File: config.mk
export PLATFORM = sky130hd
export DESIGN_NAME = pipe_hazard_ctrl
export DESIGN_NICKNAME = d
export VERILOG_FILES = /design/src/rtl/pipe_hazard_ctrl.sv
export SDC_FILE = /design/constraint.sdc
export NUM_CORES = 1
export LEC_CHECK = 0
export ABC_AREA = 1
export CAP_MARGIN = 25
export CORE_ASPECT_RATIO = 0.75
export CORE_UTILIZATION = 53
export CTS_CLUSTER_SIZE = 20
export DETAILED_ROUTE_END_ITERATION = 16
export PLACE_DENSITY_LB_ADDON = 0.25
export SKIP_LAST_GASP = 1
export SYNTH_ARGS = -nofsm -noshare
export SYNTH_HDL_FRONTEND = slang
export SYNTH_SLANG_ARGS = --single-unit
export TNS_END_PERCENT = 1
File: constraint.sdc
create_clock -name clk_i -period 4.6 [get_ports clk_i]
set_clock_uncertainty 0.1 [all_clocks]
set_input_delay 0.46 -clock clk_i [delete_from_list [all_inputs] [get_ports clk_i]]
set_output_delay 0.46 -clock clk_i [all_outputs]
set_load 0.02 [all_outputs]
File: src/rtl/pipe_hazard_ctrl.sv
// Pipeline hazard controller: load-use bubble insertion, multi-cycle mult/div
// stall sequencing, deferred branch flush and a saturating stall counter.
module pipe_hazard_ctrl #(
    parameter int R_WIDTH   = 5,
    parameter int MD_CYCLES = 32,
    parameter int CNT_WIDTH = 16
) (
    input  logic                 clk_i,
    input  logic                 rst_n_i,
    input  logic [R_WIDTH-1:0]   rs_id_i,
    input  logic [R_WIDTH-1:0]   rt_id_i,
    input  logic                 id_uses_rt_i,
    input  logic                 mem_read_ex_i,
    input  logic [R_WIDTH-1:0]   rt_ex_i,
    input  logic                 md_start_i,
    input  logic                 branch_taken_i,
    output logic                 stall_if_o,
    output logic                 keep_idex_o,
    output logic                 bubble_idex_o,
    output logic                 flush_ifid_o,
    output logic                 md_busy_o,
    output logic                 md_done_o,
    output logic [CNT_WIDTH-1:0] stall_cnt_o
);

    typedef enum logic [1:0] {S_IDLE, S_BUSY, S_DONE} state_t;

    localparam logic [7:0] MD_LOAD = 8'(MD_CYCLES - 2);

    state_t                 state_q;
    logic [7:0]             md_cnt_q;
    logic                   pend_flush_q;
    logic [CNT_WIDTH-1:0]   stall_cnt_q;
    logic [CNT_WIDTH-1:0]   stall_cnt_d;
    logic                   pend_flush_d;
    logic                   load_use;
    logic                   md_busy;
    logic                   stall;

    assign load_use = mem_read_ex_i & (rt_ex_i != '0) &
                      ((rt_ex_i == rs_id_i) | (id_uses_rt_i & (rt_ex_i == rt_id_i)));

    assign md_busy = (state_q == S_BUSY) | ((state_q == S_IDLE) & md_start_i);
    assign stall   = md_busy | load_use;

    assign md_busy_o     = md_busy;
    assign md_done_o     = (state_q == S_DONE);
    assign stall_if_o    = stall;
    assign keep_idex_o   = md_busy;
    assign bubble_idex_o = ~md_busy & load_use;
    assign flush_ifid_o  = ~md_busy & (branch_taken_i | pend_flush_q);
    assign stall_cnt_o   = stall_cnt_q;

    // A branch resolved while the unit is busy is remembered until the
    // first free cycle, where flush_ifid_o fires and the flag drops.
    assign pend_flush_d = md_busy & (pend_flush_q | branch_taken_i);
    assign stall_cnt_d  = (stall && !(&stall_cnt_q)) ? stall_cnt_q + 1'b1 : stall_cnt_q;

    // DONE is entered on the edge where the counter value becomes zero, so the
    // start edge plus the BUSY edges total MD_CYCLES-1 busy edges.
    always_ff @(negedge clk_i or negedge rst_n_i) begin
        if (!rst_n_i) begin
            state_q  <= S_IDLE;
            md_cnt_q <= '0;
        end else begin
            case (state_q)
                S_IDLE: begin
                    if (md_start_i) begin
                        md_cnt_q <= MD_LOAD;
                        state_q  <= (MD_LOAD == 8'd0) ? S_DONE : S_BUSY;
                    end
                end
                S_BUSY: begin
                    md_cnt_q <= md_cnt_q - 8'd1;
                    if (md_cnt_q == 8'd1) state_q <= S_DONE;
                end
                S_DONE:  state_q <= S_IDLE;
                default: state_q <= S_IDLE;
            endcase
        end
    end

    always_ff @(negedge clk_i or negedge rst_n_i) begin
        if (!rst_n_i) begin
            pend_flush_q <= 1'b0;
            stall_cnt_q  <= '0;
        end else begin
            pend_flush_q <= pend_flush_d;
            stall_cnt_q  <= stall_cnt_d;
        end
    end

endmodule

-- Word level (Yosys, flattened, before mapping)
Index checks and enable logic that the tools add are counted.
- register bits after elaboration: 27
- bits of input ports: 21
- output and inout port bits: 22
- word-level logic and storage cells: 38
- add/subtract/negate cells: 2
- equality and inequality tests: 7
- multiplexer cells: 5
- bitwise logic cells: 12
- reduce and logical (&&, ||, !) cells: 8
- operators by type and width (cell ; count):
    $add 16x1->16 const B ; 1
    $pmux 8 s2 ; 1
    $reduce_and 16->1 ; 1
    $eq 5x5->1 ; 2
    $eq 8x1->1 const B ; 1
    $mux 8 ; 1
    $sub 8x1->8 const B ; 1
    $and 1x1->1 ; 7
    $reduce_bool 5->1 ; 1
    $mux 2 ; 2
    $or 1x1->1 ; 4
    $pmux 2 s2 ; 1
    $reduce_and 2->1 ; 2
    $eq 2x1->1 const B ; 1
    $eq 2x2->1 const B ; 1
    $logic_not 2->1 ; 1
    $ne 2x1->1 const B ; 1
    $ne 2x2->1 const B ; 1
    $reduce_bool 2->1 ; 1
    $logic_and 1x1->1 ; 1
    $logic_not 1->1 ; 1
    $not 1->1 ; 1

-- Logic depth before layout (Yosys ltp)
- depth after elaboration: 6
- depth in mapped cells: 12
- gate-level depth less buffers: 11

==> results.py <==
metrics = {
    "finish": {
        "area_growth_pct": 27.31,
        "drive_gt1_frac": 0.07261,
        "layout_commonest_cell": "nand2_1",
        "nets": 328,
        "layout_common_cells": "nand2_1, inv_1, clkdlybuf4s50_1",
        "final_util": 0.7432,
        "n_antenna_cell": 0,
    },
    "critical_path": {
        "start_kind": "flop",
        "r2r_end": "stall_cnt_o[13]",
        "worstPathArrival_ns": 4.16,
        "rrSetupSlack_ns": 2.74,
        "crit_chain": "inv_1 > nand2_1 > inv_2 > nor2_4 > nand2_4 > clkdlybuf4s50_1",
        "worst_path_max_delay_cell": "clkdlybuf4s50_1",
        "worstRegToRegCells": 8,
        "cpPeakStageDelay_ns": 0.57,
        "reg2reg_from": "stall_cnt_o[0]",
        "crit_path_start": "state_q[1]",
        "worstSetupPathType": "flop to primary output",
        "cp.required_ns": 4.04,
        "critPathCaptureType": "primary output",
        "endpoint": "stall_if_o",
        "crit_fanout": 8,
    },
    "pwr": {
        "ir_worst_vdd_mv": 0.2024,
        "power_density_nw_per_um2": 302.6,
        "p_leak_nw": 1.185,
        "totalPowerFinal_mw": 0.6935,
    },
    "run_status": {
        "status": "finished with violations",
        "violations": "negative setup slack",
    },
    "placed_design": {
        "dp_hpwl_um": 2938,
        "routabilityCongestion": 0.8655,
        "place.port_buffers": 42,
    },
    "clocking": {
        "clk_pin_slew_worst_paths_ns": 0.06,
        "clk_path_buf_depth": 2,
        "cts_hold_buf": 0,
        "cts_tree": "yes",
        "numCtsBuffers": 3,
        "root_buffer": "clkbuf_8",
        "cts_sinks": 27,
        "clk_latency_ns": 0.28,
        "cts_setup_buffers": 0,
        "h-tree-depth": 1,
    },
    "global_routing": {
        "grt_pass1_vias": 1563,
        "grt_start_max_net_pins": 28,
        "antenna_found_initial": 0,
        "grt_usage": 0.2301,
        "grt-ovfl-total": 0,
        "grt_pass1_wl_um": 6624,
    },
    "detailed_routing": {
        "drt-initial-drc-count": 73,
        "routed_wirelength_um": 3837,
        "route.detailed.drc": 0,
        "post_drt_wl_per_cell_um": 11.25,
        "routed_via_density": 4.956,
        "dr.pass1.iters": 4,
        "ant_nets": 0,
        "via_count": 1690,
    },
    "yosys": {
        "synth.net_count": 283,
        "synth-seq-cells": 27,
        "yosysWarnings": 0,
        "syn-cell-area_um2": 1800,
        "avgSynthCellArea_um2": 6.952,
        "seq_area_frac_synth": 0.3753,
        "syn_inst": 259,
        "synthDistinctLibCells": 27,
    },
    "die": {
        "rows": 17,
        "die_h_um": 52.48,
        "dieArea_um2": 3637,
        "io_pins": 43,
        "initial_utilization": 0.5838,
        "fp.dieW_um": 69.30,
        "coreArea_um2": 3084,
    },
    "sta": {
        "finalSetupViolCount": 3,
        "grt_setup_unrepaired": "true",
        "setup_slack_ns": -0.1221,
        "hold_viol_final": 0,
        "final_max_slew_viol_count": 0,
        "slew_headroom": 0.7741,
        "worst_pin_slew_ns": 0.3363,
    },
    "hold_path": {
        "min_path_type": "flop to flop",
    },
    "run": {
        "maxCapViolations": 0,
    },
}
==> flip-flops by register name, indices dropped and copies added, names as in the netlist <==
signal	flops
stall_cnt_o	16
pend_flush_q	1
state_q	2
md_cnt_q	8
==> routing by layer <==
metal  track usage  wire (um)
met4       0.05782         39
met2        0.4013       1662
met3       0.04808        213
met5             0          0
met1        0.2960       1923
==> critical path, delay by kind of cell, from the launching register on <==
family	cells	cell delay, ns
buffers and inverters	3	0.72
DFF	1	0.40
and+or+nand+nor	3	0.45
==> layout make-up <==
cell class	instances	area [um2]
fill	248	792.0
clock buffer	3	41.29
tap	38	47.55
timing repair buffer	45	444.2
clock inverter	1	5.005
multi-input combinational	182	909.6
inverter	45	168.9
sequential	27	675.6
==> per-stage QoR <==
step                      setup slack [ns]  cells  setup TNS [ns]  hold slack (ns)  cell area [um2]
after floorplan                     0.4895    259               0           0.3056             1800
after global placement             0.08966    337               0           0.3287             2245
after detailed placement           0.05234    337               0           0.3324             2245
after CTS                          -0.2597    341         -0.5290           0.3354             2290
after global routing               -0.1920    341         -0.5343           0.3728             2292
final                              -0.1221    341         -0.2672           0.3340             2292
==> how the worst min path moves through the flow <==
stage	end	start	slack, ns	cells past startpoint
5_1_grt	md_cnt_q[5]	md_cnt_q[5]	0.37	3
3_5_place_dp	md_cnt_q[5]	md_cnt_q[5]	0.33	3
6_report	md_cnt_q[5]	md_cnt_q[5]	0.33	3
4_1_cts	md_cnt_q[5]	md_cnt_q[5]	0.34	3
2_1_floorplan	md_cnt_q[5]	md_cnt_q[5]	0.31	3
3_3_place_gp	md_cnt_q[5]	md_cnt_q[5]	0.33	3
==> kinds of logic (layout without fill, tap and decap cells) <==
family / after synthesis / count (layout) / share of synthesized area
AOI/OAI and AO/OA: 13 / 13 / 0.03752
and+or+nand+nor: 156 / 156 / 0.3982
buffers and inverters: 50 / 94 / 0.1195
DFF: 27 / 27 / 0.3753
adders and majority gates: 3 / 3 / 0.02085
xor gates and xnor gates: 10 / 10 / 0.04864
==> cell usage after synthesis <==
cell type  number  area (um2)
nand2_1        87       326.6
inv_1          42       157.7
dfrtn_1        27       675.7
nand3_1        26       130.1
nor2_1         19       71.32
o21ai_0         9       45.04
nor3_1          6       30.03
xor2_1          6       52.55
xnor2_1         4       35.03
buf_6           3       33.78
ha_1            3       37.54
inv_2           3       11.26
nand2_2         3       18.77
nand4_1         3       18.77
nor2_2          3       18.77
a21oi_1         2       10.01
nand3b_1        2       15.01
nor2_4          2       22.52
a22oi_1         1       7.510
buf_2           1       5.000
buf_4           1       7.510
nand2_4         1       11.26
nand3_2         1       10.01
nand4_4         1       21.27
nor3_4          1       16.27
o21ai_1         1       5.000
or3_1           1       6.260
==> report_power, final <==
group          switching (mW)  internal, mW  leakage, nW
sequential             0.0408         0.274        0.345
combinational           0.132         0.112        0.815
clock                  0.0736        0.0608       0.0255
==> repair_timing <==
item,CTS,global route
endpoints found under the setup margin,5,5
endpoints found under the hold margin,0,0
resized for setup,1,1
pin swaps,0,0
(Power assumes the default switching activity.)
